--- src/rtl/pc_fetch_gen.sv ---
// Fetch-stage program counter generator with a small direct-mapped BTB.
// Selects the next fetch PC from trap flush, EX redirect, stall hold,
// BTB-predicted target or sequential PC+4, and trains the BTB from EX.
module pc_fetch_gen #(
    parameter int          XLEN        = 32,
    parameter logic [31:0] RESET_VEC   = 32'h0000_0000,
    parameter int          BTB_ENTRIES = 8
) (
    input  logic            i_clk,
    input  logic            i_rst,
    input  logic            i_stall,
    input  logic            i_flush_valid,
    input  logic [XLEN-1:0] i_flush_pc,
    input  logic            i_redirect_valid,
    input  logic [XLEN-1:0] i_redirect_pc,
    input  logic            i_btb_upd_valid,
    input  logic [XLEN-1:0] i_btb_upd_pc,
    input  logic [XLEN-1:0] i_btb_upd_target,
    input  logic            i_btb_upd_taken,
    output logic [XLEN-1:0] o_pc,
    output logic            o_pc_valid,
    output logic            o_pred_taken,
    output logic [XLEN-1:0] o_pred_target
);

    localparam int IDX  = $clog2(BTB_ENTRIES);
    localparam int TAGW = XLEN - IDX - 2;

    // Current fetch PC and the "first real fetch" qualifier
    logic [XLEN-1:0] pc_reg;
    logic [XLEN-1:0] pc_next;
    logic            pc_valid_reg;

    // BTB storage; kept in flops because lookup is combinational and
    // valid/counter bits must clear on asynchronous reset
    logic              valid_reg  [BTB_ENTRIES];
    logic [TAGW-1:0]   tag_reg    [BTB_ENTRIES];
    logic [XLEN-3:0]   target_reg [BTB_ENTRIES];
    logic [1:0]        ctr_reg    [BTB_ENTRIES];

    // Lookup side (indexed by the current fetch PC)
    logic [IDX-1:0]    lk_idx;
    logic [TAGW-1:0]   lk_tag;
    logic              lk_hit;

    // Update side (indexed by the resolved branch PC)
    logic [IDX-1:0]    upd_idx;
    logic [TAGW-1:0]   upd_tag;
    logic              upd_hit;
    logic [BTB_ENTRIES-1:0] upd_sel;

    assign lk_idx  = pc_reg[IDX+1:2];
    assign lk_tag  = pc_reg[XLEN-1:IDX+2];
    assign upd_idx = i_btb_upd_pc[IDX+1:2];
    assign upd_tag = i_btb_upd_pc[XLEN-1:IDX+2];

    assign upd_hit = valid_reg[upd_idx] && (tag_reg[upd_idx] == upd_tag);

    // One-hot write select per BTB entry
    genvar gi;
    generate
        for (gi = 0; gi < BTB_ENTRIES; gi++) begin : g_upd_sel
            assign upd_sel[gi] = i_btb_upd_valid && (upd_idx == IDX'(gi));
        end
    endgenerate

    // Prediction reads the pre-update contents; no write-to-read bypass
    always_comb begin
        lk_hit        = valid_reg[lk_idx] && (tag_reg[lk_idx] == lk_tag);
        o_pred_taken  = lk_hit && ctr_reg[lk_idx][1];
        o_pred_target = '0;
        if (o_pred_taken) begin
            o_pred_target = {target_reg[lk_idx], 2'b00};
        end
    end

    // Next-PC priority: flush, redirect, stall, predicted target, PC+4
    always_comb begin
        pc_next = pc_reg + XLEN'(4);
        if (i_flush_valid) begin
            pc_next = {i_flush_pc[XLEN-1:2], 2'b00};
        end else if (i_redirect_valid) begin
            pc_next = {i_redirect_pc[XLEN-1:2], 2'b00};
        end else if (i_stall) begin
            pc_next = pc_reg;
        end else if (o_pred_taken) begin
            pc_next = o_pred_target;
        end
    end

    // PC register; the first edge after reset only raises valid and keeps RESET_VEC
    always_ff @(posedge i_clk or posedge i_rst) begin
        if (i_rst) begin
            pc_reg       <= XLEN'({RESET_VEC[31:2], 2'b00});
            pc_valid_reg <= 1'b0;
        end else begin
            pc_valid_reg <= 1'b1;
            if (pc_valid_reg) begin
                pc_reg <= pc_next;
            end
        end
    end

    // BTB training: saturating counters on hit, allocate on taken miss
    always_ff @(posedge i_clk or posedge i_rst) begin
        if (i_rst) begin
            for (int i = 0; i < BTB_ENTRIES; i++) begin
                valid_reg[i]  <= 1'b0;
                tag_reg[i]    <= '0;
                target_reg[i] <= '0;
                ctr_reg[i]    <= 2'b00;
            end
        end else begin
            for (int i = 0; i < BTB_ENTRIES; i++) begin
                if (upd_sel[i]) begin
                    if (upd_hit) begin
                        if (i_btb_upd_taken) begin
                            if (ctr_reg[i] != 2'b11) begin
                                ctr_reg[i] <= ctr_reg[i] + 2'd1;
                            end
                            target_reg[i] <= i_btb_upd_target[XLEN-1:2];
                        end else if (ctr_reg[i] != 2'b00) begin
                            ctr_reg[i] <= ctr_reg[i] - 2'd1;
                        end
                    end else if (i_btb_upd_taken) begin
                        valid_reg[i]  <= 1'b1;
                        tag_reg[i]    <= upd_tag;
                        target_reg[i] <= i_btb_upd_target[XLEN-1:2];
                        ctr_reg[i]    <= 2'b10;
                    end
                end
            end
        end
    end

    assign o_pc       = pc_reg;
    assign o_pc_valid = pc_valid_reg;

endmodule

--- config.mk ---
export PLATFORM = sky130hd
export DESIGN_NAME = pc_fetch_gen
export DESIGN_NICKNAME = d
export VERILOG_FILES = /design/src/rtl/pc_fetch_gen.sv
export SDC_FILE = /design/constraint.sdc
export NUM_CORES = 1
export LEC_CHECK = 0
export BUFFER_PORTS_ARGS = -buffer_cell sky130_fd_sc_hd__buf_2
export CELL_PAD_IN_SITES_DETAIL_PLACEMENT = 1
export CELL_PAD_IN_SITES_GLOBAL_PLACEMENT = 1
export CORE_MARGIN = 3
export CORE_UTILIZATION = 25
export DETAILED_ROUTE_END_ITERATION = 6
export PLACE_DENSITY_LB_ADDON = 0.25
export SETUP_SLACK_MARGIN = 0.02
export SLEW_MARGIN = 5
export SYNTH_ARGS = -nofsm -noshare
export SYNTH_HDL_FRONTEND = slang
export SYNTH_SLANG_ARGS = --single-unit
export TNS_END_PERCENT = 1
--- constraint.sdc ---
create_clock -name i_clk -period 17.1 [get_ports i_clk]
set_clock_uncertainty 0.2 [all_clocks]
set_input_delay 0 -clock i_clk [delete_from_list [all_inputs] [get_ports i_clk]]
set_output_delay 0 -clock i_clk [all_outputs]
set_load 0.005 [all_outputs]
Yosys cells after proc, flatten, opt, wreduce, memory -nomap -nowiden
Cells that the tools add are included.

operators by class
  reductions and logical operators = 54
  add/subtract/negate cells = 17
  bitwise gates (word level) = 3
  eq/ne operators = 26
  mux-type cells = 56
  order comparisons = 2

operators with widths
  cell                     number
  $bmux W27 S3             2
  $mux W32                 5
  $mux W27                 4
  $bmux W30 S3             1
  $mux W2                  35
  $mux W30                 2
  $eq A27 B27 Y1           2
  $reduce_bool A2 Y1       17
  $add A32 B3 Y32 const B  1
  $reduce_and A4 Y1        8
  $ne A3 B2 Y1 const B     8
  $reduce_and A3 Y1        8
  $reduce_and A2 Y1        9
  $add A2 B1 Y2 const B    8
  $ne A2 B2 Y1 const B     8
  $sub A2 B1 Y2 const B    8
  $eq A3 B3 Y1 const B     4
  $logic_and A1 B1 Y1      11
  $ge A4 B4 Y1 const B     2
  $not A3 Y4               2
  $bmux W1 S3              2
  $bmux W2 S3              1
  $eq A3 B2 Y1 const B     2
  $mux W1                  4
  4 further kinds          4

storage, ports and cells
  flip-flop bits (word level) = 513
  bits of input ports = 135
  logic and storage cells = 192

Longest topological paths before layout
Gate-level depths: netlist (run 1).

  depth after elaboration = 12
  mapped depth = 15

Worst setup path before layout (run 1)
No wires, ideal clock.

  path kind = reg-to-reg
  start = reg pc_reg[2] (netlist: o_pc[2])
  end = reg pc_reg[28] (netlist: o_pc[28])
  slack = 13,798 ps
  arrival time = 2,983 ps
  required time = 16,781 ps
  cell stages (with the launch flop) = 14
  period minus slack after synthesis = 3,302 ps
  path through = dfrtp_1 buf_6 buf_6 mux4_2 mux2i_1 xnor2_1 nor3b_1 nand4_1 or4_4 buf_6 buf_6 buf_6 mux2i_1 o21a_1

between the ends
  longest elaborated chain between the ends = 12
  elaborated cells between the ends (all ways) = 22
  classes of those cells = add/sub: 1; eq/ne: 1; mux: 17; bitwise: 1; reduce/logical: 2

ends and longest elaborated chain
  element                                      line        text
  start, declared                              30          logic [XLEN-1:0] pc_reg;
  start signal, assigned                       94          pc_reg <= XLEN'({RESET_VEC[31:2], 2'b00});
  start signal, assigned                       99          pc_reg <= pc_next;
  $not A3 Y4 (not written as such)             69, 70, 73
  $bmux W27 S3                                 69          lk_hit = valid_reg[lk_idx] && (tag_reg[lk_idx] == lk_tag);
  $mux W27 (not written as such) (2 in a row)  69
  $eq A27 B27 Y1                               69
  $logic_and A1 B1 Y1                          69
  $logic_and A1 B1 Y1                          70          o_pred_taken = lk_hit && ctr_reg[lk_idx][1];
  $mux W32                                     72          if (o_pred_taken) begin
  $mux W32 *                                   86          end else if (o_pred_taken) begin
  $mux W32 *                                   84          end else if (i_stall) begin
  $mux W32 *                                   82          end else if (i_redirect_valid) begin
  $mux W32 *                                   80          if (i_flush_valid) begin

Mark *: on every way between the ends. The rest lies on a longest branch, timed or not. The select of a mux whose other input is x is not followed.
A chain may end at the register's enable or synchronous reset.

Worst setup path after layout (run 1)
  start = reg pc_reg[4] (netlist: o_pc[4])
  end = reg pc_reg[20] (netlist: o_pc[20])

Same word-level chain as after synthesis.

==> results.md, run 1 <==
* Setup TNS at 0 ns
* Crit path cell chain: buf_12 -> mux4_2 -> mux2i_1 -> xor2_1 -> and4_1 -> nand4_1 -> or4_4 -> buf_4 -> mux2_1 -> a221oi_1 -> dlygate4sd3_1
* GR Overflow Total at 0
* I/O pins at 201
* Final nets at ~2500
* Num rows at about 120
* Synth top cells by count: dfrtp_1, mux2_2, nand2_1, mux2i_1, mux4_2
* Die area at 111000 um2
* Crit Path Category: flop to flop
* Max_slew headroom at 15.9%
* Number of flip-flops in the largest register at 240
* Seq/Total Area, Yosys at 47.7%
* Final Cycle Share at a little over a third
* Peak Freq at 0.167 GHz
* Seq pwr share at 42.7%
* Worst hold slack at between 0.03 and 0.04 ns
* Vias at roughly 19000
* # clock sinks at 511
* Vias per std cell at roughly 5
* Root Driver: clkbuf_16
* Switching Power at roughly 1.2 mW
* Sequential standard cell area at around 13000 um2
* Switching portion of total power at between 30% and 40%
* Unrepaired setup endpoints after global routing: false
* Min Tclk post-route at 5.98 ns
* DP HPWL at between 60000 and 70000 um
* Number of synthesized flops with an enable pin at 0
* Placed cell count at between 3000 and 4000
* Area delta synth->final at 22.7%
* Total CTS buffers at 58
* H-tree levels at 2
* Global-route wire length before repair at about 140000 um
* Post-synth ARST share at 100%
* CTS max path bufs at 3
* Cell area after layout at ~33000 um2
* CP endpoint kind: flop
* Top_reg_cell synth: dfrtp_1
* Width of the chip at about 330 um
* Count leader, synth: dfrtp_1
* Leakage dissipation at 14.1 nW
* Remaining DRCs at 0
* Synth area leader: dfrtp_1
* Post-Route WL at 97700 um
* Max-cap violation count at 0
* Fraction of layout cells with a size suffix above 1 at a little under two fifths
* Drt first-iter violations at between 1000 and 1500
* Post-CTS sizing at 0
* Cell Pwr Density at ~120 nW/um2
* FILL cells at around 11000
* Comb power frac at 25.1%
* Port bufs at about 190
* FF-to-FF setup slack at roughly 11 ns
* Gpl congestion at ~0.8
* Core Area at approximately 110000 um2
* Drt wl/cell at 25.5 um
* Type of origin of the critical path: flop
* Avg Inst Size Synth at 12.8 um2
* Clock power frac at 32.3%
* Outcome: finished clean
* Layout Cells excl Fill at between 3000 and 4000
* Yosys reg bits at approximately 500
* Vias in the first global route at roughly 21000
* Antenna violations before repair at 8
* Die height at around 330 um
* Starting density of the core at roughly a quarter
* CTS clk-pin slew, worst paths at 0.06 ns
* Largest net degree at the start of global routing at around 180
* Number of setup violations in the final report at 0
* Max Transition Viols Final at 0
* Worst-Margin Slew at about 1.2 ns
* Share of the synthesized area in the top cell type at between 40% and 50%
* DR pass1 iterations at 4
* Synth area leaders: dfrtp_1, mux2_2, mux4_2, mux2i_1, nand2_1
* TritonCTS clock tree: built
* Placed Area at roughly 29000 um2
* WP data required at ~17 ns
* Max incr delay on CP at 0.98 ns
* Netlist cell types at 67
* Maximum VDD drop at 0.0799 mV
* Synthesized netlist cell count at ~2100
* GRT Util Overall at 17.3%
* Hold Crit Class: input pin to flop
* Final ANT Viol Nets at 0
* Clock Latency Late Sink at 0.65 ns
* Arr. time, crit path at ~6.4 ns
* Final hold vios at 0
* Synthesized cell area at 26800 um2
* Maximum fanout along the worst path at 94
* Multi-input gate area at around 13000 um2
* YS warnings at 0
* Internal Pwr Total at around 2.8 mW
* Slowest-stage cell, CP: dfrtp_4
==> timing repair <==
action	4_1_cts	5_1_grt
hold buffers	185	0
buffers inserted	0	0
endpoints found under the hold margin	630	0
==> critical path: cells and delay by family (launching register included) <==
family / cells / cell delay [ns]
multiplexers: 3 / 1.53
flip-flops: 1 / 0.98
XOR/XNOR: 1 / 0.24
buffers and inverters: 3 / 1.55
AND/OR/NAND/NOR: 3 / 0.98
AO/OA/AOI/OAI: 1 / 0.23
==> power groups by stage <==
| stage | clock [mW] | combinational (mW) | sequential, mW |
|---|---|---|---|
| final | 1.28 | 0.994 | 1.69 |
| after global routing | 1.37 | 1.07 | 1.73 |
| after CTS | 1.32 | 1.01 | 1.69 |
| after detailed placement | 0 | 0.955 | 1.71 |
| after global placement | 0 | 0.927 | 1.68 |
| after floorplan | 0 | 0.715 | 1.61 |
==> path summary, 6_finish.rpt <==
check                                     start               to  cells past startpoint
min                        i_btb_upd_target[28]  target_reg[176]                      4
max                                     o_pc[4]         o_pc[20]                     11
max reg2reg                             o_pc[4]         o_pc[20]                     11
min in group asynchronous                 i_rst       ctr_reg[4]                      4
min reg2reg                     target_reg[153]  target_reg[153]                      2
max in group asynchronous                 i_rst          o_pc[2]                      6
==> layout by cell type, fill, tap and decap left out, drive strengths merged, types with 17 or more instances in the layout <==
master,Yosys,layout
nor2,57,57
xnor2,48,48
buf,93,232
o21ai,30,30
inv,15,17
nand3,25,25
o22ai,26,26
a22oi,21,21
nor2b,25,25
a221oi,17,17
nand2,248,248
mux2,418,418
clkbuf,82,91
dlygate4sd3,0,185
dfrtp,511,511
mux2i,136,136
mux4,134,134
==> kinds of logic after synthesis <==
| group | share of synthesized area [%] |
|---|---|
| mux | 33.9 |
| flops | 47.7 |
| simple gates | 7.67 |
| buf+inv | 3.49 |
| compound gates | 5.06 |
| xor+xnor | 2.06 |
| other cells | 0.0280 |
| fa+ha+maj | 0.0467 |
==> layout make-up <==
cell class,count,area share (%)
antenna,3,0.0228
clock buffer,91,5.34
clock inverter,17,0.636
inverter,16,0.206
multi-input combinational,1392,40.0
sequential,511,38.9
tap,1391,5.29
timing repair buffer,417,9.59
==> routing by layer <==
layer | vias up | routed length [um] | GRT usage [%] | part of all wire (%)
met1 | 10327 | 44900 | 23.6 | 46
met4 | 2 | 1740 | 3.53 | 1.8
met5 | - | 13 | 0 | 0.013
met2 | 417 | 46900 | 29.2 | 48
li1 | 8289 | - | - | -
met3 | 110 | 4160 | 2.61 | 4.3
==> per-stage QoR <==
step           power [mW]  setup slack (ns)  utilization [%]
6_report             3.97             11.12             31.1
5_1_grt              4.17             10.81             31.1
4_1_cts              4.02             11.11             31.0
3_5_place_dp         2.67             11.67             27.4
3_3_place_gp         2.61             11.63             27.4
2_1_floorplan        2.32              2.63                -
(Power assumes the default switching activity.)
==> inputs of run 2 (changes only) <==
- clock period: 17.1 -> 5.2 ns (I/O delays scaled with it)
==> run 2 against run 1 <==
  * Non-clock buffer count is 22 higher
  * Clock power increased to 3.3 times the previous value
  * Worst hold slack got worse by 0.0071 ns
  * Critical endpoint is now o_pred_target[25]
  * Sequential share of layout area fell by 0.37 points
  * Critical path type is now flop to output pin
  * Final cell count grew 0.47%
  * Critical path depth unchanged
  * First-iteration DRC count increased by 3.9%
  * Setup slack got worse by 11 ns
  * Wire length grew 1.0%
  * Utilization grew 0.29 points
==> results.md, run 2 (same netlist as run 1, synthesis figures left out) <==
* Outcome: finished clean
* Layout Cells excl Fill at 3856 (+0.47%)
* Largest net degree at the start of global routing at 135 (-23%)
* Leakage dissipation at 14.3 nW (+1.2%)
* Max Transition Viols Final at 0 (unchanged)
* Cell Pwr Density at 397 nW/um2 (+230%)
* Remaining DRCs at 0 (unchanged)
* Fraction of layout cells with a size suffix above 1 at 37.4% (+0.62 points)
* Num rows at 119 (unchanged)
* Cell area after layout at 33200 um2 (+0.95%)
* Most frequent cells in the layout: dfrtp_1, mux2_2, nand2_1, dlygate4sd3_1, buf_2
* Die height at 333 um (unchanged)
* Final Cycle Share at 95.2%
* Port bufs at 188 (unchanged)
* Min Tclk post-route at just under 5 ns
* TritonCTS clock tree: built
* WP data required at 5.00 ns (-12.47 ns)
* Total CTS buffers at 58 (unchanged)
* Antenna violations before repair at 14 (+6)
* Root Driver: clkbuf_16
* Arr. time, crit path at 4.75 ns (-1.60 ns)
* Crit Path Category: flop to output pin
* Drt wl/cell at 25.6 um (+0.52%)
* Maximum fanout along the worst path at 21 (-78%)
* Placed cell count at 3563 (+0.59%)
* Type of origin of the critical path: flop
* Placed Area at 29300 um2 (+0.97%)
* I/O pins at 201 (unchanged)
* Vias at 19264 (+0.62%)
* Final nets at 2554 (+0.87%)
* Maximum VDD drop at 0.238 mV (+200%)
* Vias in the first global route at 21269 (-0.12%)
* Max_slew headroom at 29.4% (+13 points)
* Hold Crit Class: input pin to flop
* GR Overflow Total at 0 (unchanged)
* FILL cells at 11396 (-0.29%)
* DP HPWL at 64800 um (+2.7%)
* Final ANT Viol Nets at 0 (unchanged)
* GRT Util Overall at 17.6% (+0.27 points)
* Unrepaired setup endpoints after global routing: false
* CTS max path bufs at 3 (unchanged)
* Commonest non-fill, non-tap cell in the layout: dfrtp_1
* Number of flip-flops in the largest register at 240 (unchanged)
* CTS clk-pin slew, worst paths at 0.06 ns (about the same)
* Global-route wire length before repair at 147000 um (+1.5%)
* # clock sinks at 511 (unchanged)
* DR pass1 iterations at 5 (+1)
* CP endpoint kind: output pin
* Peak Freq at approximately 0.20 GHz
* Sequential standard cell area at 12800 um2 (unchanged)
* Area delta synth->final at 23.9%
* Core Area at 106000 um2 (unchanged)
* FF-to-FF setup slack at 0.26 ns (-10.86 ns)
* Worst-Margin Slew at 1.06 ns (-0.191 ns)
* Starting density of the core at 25.3% (unchanged)
* Number of setup violations in the final report at 0 (unchanged)
* Clock Latency Late Sink at 0.67 ns (+0.02 ns)
* H-tree levels at 2 (unchanged)
* Die area at 111000 um2 (unchanged)
* Max-cap violation count at 0 (unchanged)
* Gpl congestion at 0.792 (-1.4%)
* Multi-input gate area at 13100 um2 (about the same)
* Post-Route WL at 98700 um (+1.0%)
* Vias per std cell at 5.00 (+0.15%)
* Final hold vios at 0 (unchanged)
* Drt first-iter violations at 1081 (+3.9%)
* Width of the chip at 333 um (unchanged)
[run 2: path summary, 6_finish.rpt]
kind	start	depth (start not counted)	to
hold / removal	i_btb_upd_target[24]	3	target_reg[22]
setup / recovery	o_pc[2]	11	o_pred_target[25]
setup reg to reg	o_pc[2]	11	o_pc[29]
max in group asynchronous	i_rst	5	target_reg[60]
hold reg to reg	target_reg[152]	2	target_reg[152]
min in group asynchronous	i_rst	4	ctr_reg[12]
[run 2: per-stage QoR]
stage	setup WS (ns)	TNS (ns)	hold slack, ns	utilization, %	power [mW]
final	0.251	0	0.0269	31.4	13.2
after global placement	0.834	0	-0.0831	27.7	8.65
after floorplan	-1.94	-990.49	-0.0946	-	7.64
after detailed placement	0.862	0	-0.0708	27.7	8.83
after global routing	0.0386	0	0.0192	31.3	13.8
after CTS	0.247	0	0.00258	31.3	13.3
[run 2: repair_timing]
item                       in CTS  in global routing
buffers inserted                0                  0
resized for setup               0                  1
hold buffers                  186                  0
hold endpoints to repair      932                  0
setup endpoints to repair       0                  1
[run 2: layout make-up]
cell class / count / share of cell area, %
Inverter: 16 / 0.192
Multi-Input combinational cell: 1392 / 39.6
Tap cell: 1391 / 5.24
Timing Repair Buffer: 439 / 10.4
Clock inverter: 20 / 0.848
Clock buffer: 84 / 5.12
Antenna cell: 3 / 0.0226
Sequential cell: 511 / 38.6
[run 2: worst max-delay path: stages (launching register included)]
cell,delay [ns]
dfrtp_4,0.76
buf_4,0.38
mux4_2,0.54
mux2i_1,0.17
xor2_1,0.35
and4_1,0.25
nand4_1,0.09
or4_4,0.78
buf_4,0.31
buf_4,0.18
nor2_1,0.12
buf_2,0.13
[run 2: power breakdown]
part	switching, mW	internal [mW]	total [mW]
registers	0.715	4.84	5.56
clock network	1.80	2.47	4.27
logic	1.55	1.79	3.34
[run 2: layer usage]
layer / up-vias / part of all wire, % / GRT usage, %
met5: - / 0.042 / 0
met4: 6 / 1.8 / 3.56
met3: 112 / 4.2 / 2.60
met2: 444 / 48 / 29.3
met1: 10366 / 46 / 24.3
li1: 8336 / - / -
==> inputs of run 3 (changes only) <==
- CAP_MARGIN: default -> 10
- CORE_UTILIZATION: 25 -> 40
- clock period: 5.2 -> 6.45 ns (I/O delays scaled with it)
==> run 3 against run 2 <==
  * Final cell count fell by 15%
  * Sequential share of layout area rose by 1.4 points
  * Power fell by 21%
  * Sequential power fell by 19%
  * Highest routed layer unchanged
  * Setup slack improved by 0.78 ns
==> results.md, run 3 (same netlist as run 1, synthesis figures left out) <==
* CTS max path bufs at 3 (unchanged)
* Switching Power at 3.15 mW (-22%)
* Met1 Wirelength at 38200 um (-17%)
* Core Area at 66100 um2 (-38%)
* # diodes at 0 (-3)
* Worst Setup Slack, final at 1.03 ns (+0.781 ns)
* CP Buf/Inv Count at 2 (-2)
* Hold Crit Class: input pin to flop
* Slowest-stage cell, CP: dfrtp_4
* Placed Area at 28500 um2 (-2.9%)
* Reg2Reg Launch Point: o_pc[2]
* Placed cell count at 3017 (-15%)
* CP endpoint kind: flop
* FF-to-FF End: o_pc[7]
* Number of setup violations in the final report at 0 (unchanged)
* Worst Hold Depth at 4 (+1)
* Cell Pwr Density at 327 nW/um2 (-18%)
* Hold Crit Endpoint: target_reg[219]
* Clock power frac at 32.2% (-0.2 points)
* Reg2Reg Depth at 10 (-1)
* Final nets at 2509 (-1.8%)
* Multi-input gate area at 13100 um2 (about the same)
* Met2 WL at 43100 um (-8.1%)
* Port bufs at 188 (unchanged)
* Hold path startpoint: i_btb_upd_target[11]
* Vias at 19281 (+0.088%)
* Remaining DRCs at 0 (unchanged)
* Drt wl/cell at 26.7 um (+4.4%)
* DR pass1 iterations at 5 (unchanged)
* Type of origin of the critical path: flop
* Post-CTS sizing at 0 (unchanged)
* Area delta synth->final at 19.5%
* Root Driver: clkbuf_16
* Largest net degree at the start of global routing at 155 (+15%)
* Comb power frac at 24.8% (-0.6 points)
* Core Util, Final at 48.4% (+17 points)
* Drt first-iter violations at 1285 (+19%)
* Outcome: finished clean
* I/O pins at 201 (unchanged)
* FF-to-FF setup slack at 1.03 ns (+0.77 ns)
* Total power at 10.5 mW (-21%)
* Leakage dissipation at 14.0 nW (-1.8%)
* Num rows at 94 (-21%)
* FILL cells at 6775 (-41%)
* Final Cycle Share at between 80% and 90%
* Unrepaired setup endpoints after global routing: false
* Post-Route WL at 87700 um (-11%)
* GR Overflow Total at 0 (unchanged)
* Setup TNS at 0 ns (unchanged)
* Crit path cell chain: nor2b_2 -> buf_4 -> a22oi_1 -> a21o_1 -> a22oi_1 -> nand3_1 -> or4_4 -> mux2_1 -> a221oi_1 -> dlygate4sd3_1
* Number of flip-flops in the largest register at 240 (unchanged)
* Die height at 265 um (-21%)
* Clock Latency Late Sink at 0.62 ns (-0.05 ns)
* Max incr delay on CP at 0.89 ns (+0.11 ns)
* TritonCTS clock tree: built
* Width of the chip at 265 um (-21%)
* Cell area after layout at 32000 um2 (-3.5%)
* Worst slack, placed at 1.61 ns (+0.746 ns)
* Fraction of layout cells with a size suffix above 1 at 36.9% (-0.49 points)
* Maximum fanout along the worst path at 60 (+190%)
* WP data required at 6.80 ns (+1.80 ns)
* Seq pwr share at 42.9% (+0.7 points)
* Sequential standard cell area at 12800 um2 (unchanged)
* Worst hold slack at 0.0248 ns (-0.00212 ns)
* Top Metal Used: met5
* Commonest non-fill, non-tap cell in the layout: dfrtp_1
* WL met3 at 4420 um (+6.7%)
* Crit Path Category: flop to flop
* Layout Cells excl Fill at 3283 (-15%)
* Starting density of the core at 40.5% (+15 points)
* CTS clk-pin slew, worst paths at 0.06 ns (about the same)
* Max_slew headroom at 30.7% (+1.3 points)
* Vias per std cell at 5.87 (+18%)
* Cell mode on critical path: a22oi_1
* Max Transition Viols Final at 0 (unchanged)
* Antenna violations before repair at 4 (-10)
* GRT Util Overall at 24.9% (+7.3 points)
* Die area at 70100 um2 (-37%)
* # clock sinks at 511 (unchanged)
* Global-route wire length before repair at 134000 um (-8.7%)
* Final hold vios at 0 (unchanged)
* DP HPWL at 56000 um (-14%)
* Final ANT Viol Nets at 0 (unchanged)
* Vias in the first global route at 21225 (-0.21%)
* Internal Pwr Total at 7.30 mW (-20%)
* Most frequent cells in the layout: dfrtp_1, mux2_2, nand2_1, buf_2, dlygate4sd3_1
* Min Tclk post-route at about 5.4 ns
* Maximum VDD drop at 0.220 mV (-7.2%)
* H-tree levels at 2 (unchanged)
* Switching portion of total power at 30.2% (-0.72 points)
* Max-cap violation count at 0 (unchanged)
* Worst-Margin Slew at 1.04 ns (-0.0200 ns)
* Total CTS buffers at 57 (-1.7%)
* Arr. time, crit path at 5.77 ns (+1.02 ns)
* Peak Freq at approximately 0.18 GHz
* Gpl congestion at 0.831 (+5.0%)
* Critical path's top delay family: simple AND/OR/NAND/NOR gates
==> run 3: cell count changes in the layout (fill, tap and decap cells not counted), sizes merged <==
cell,delta
dlygate4sd3,-25
buf,-19
clkinv,-6
clkbuf,+3
diode,-3
inv,+2
bufinv,+1
clkinvlp,+1
==> run 3: worst register-to-register path, delay by kind of cell, from the launching register on <==
family | cells | cell delay [ns]
buffers and inverters | 2 | 0.89
AND/OR/NAND/NOR | 3 | 1.87
multiplexers | 1 | 0.52
AO/OA/AOI/OAI | 4 | 0.98
flip-flops | 1 | 0.89
==> run 3: worst max path at each step <==
| stage | from | to | slack (ns) | cells after the start |
|---|---|---|---|---|
| 5_1_grt | o_pc[2] | o_pc[7] | 0.83 | 10 |
| 3_5_place_dp | i_btb_upd_pc[2] | tag_reg[86] | 1.61 | 11 |
| 4_1_cts | o_pc[2] | o_pc[13] | 1.09 | 10 |
| 2_1_floorplan | i_rst | ctr_reg[0] | -0.69 | 1 |
| 6_report | o_pc[2] | o_pc[7] | 1.03 | 10 |
| 3_3_place_gp | i_btb_upd_pc[2] | tag_reg[30] | 1.68 | 11 |
==> run 3: layout make-up <==
type                            instances  share of cell area (%)
Multi-Input combinational cell       1392                    41.0
Sequential cell                       511                    40.0
Timing Repair Buffer                  395                    9.38
Clock buffer                           87                    5.18
Tap cell                              864                    3.38
Clock inverter                         18                   0.860
Inverter                               16                   0.199
==> run 3: power groups by stage <==
stage               Clock (mW)  Sequential, mW  Combinational [mW]
detailed placement           0            4.52                2.48
finish                    3.37            4.49                2.60
floorplan                    0            4.26                1.90
global placement             0            4.45                2.40
global route              3.58            4.57                2.80
CTS                       3.44            4.47                2.61
==> run 3: what timing repair did <==
item / CTS / global route
hold endpoints to repair: 906 / 0
buffers inserted: 0 / 0
hold buffers: 161 / 0
==> run 3: routing by layer <==
| metal | vias up | GRT usage (%) |
|---|---|---|
| met2 | 546 | 42.6 |
| met1 | 10340 | 33.7 |
| met4 | 2 | 6.17 |
| met3 | 134 | 3.37 |
| met5 | - | 0 |
| li1 | 8259 | - |
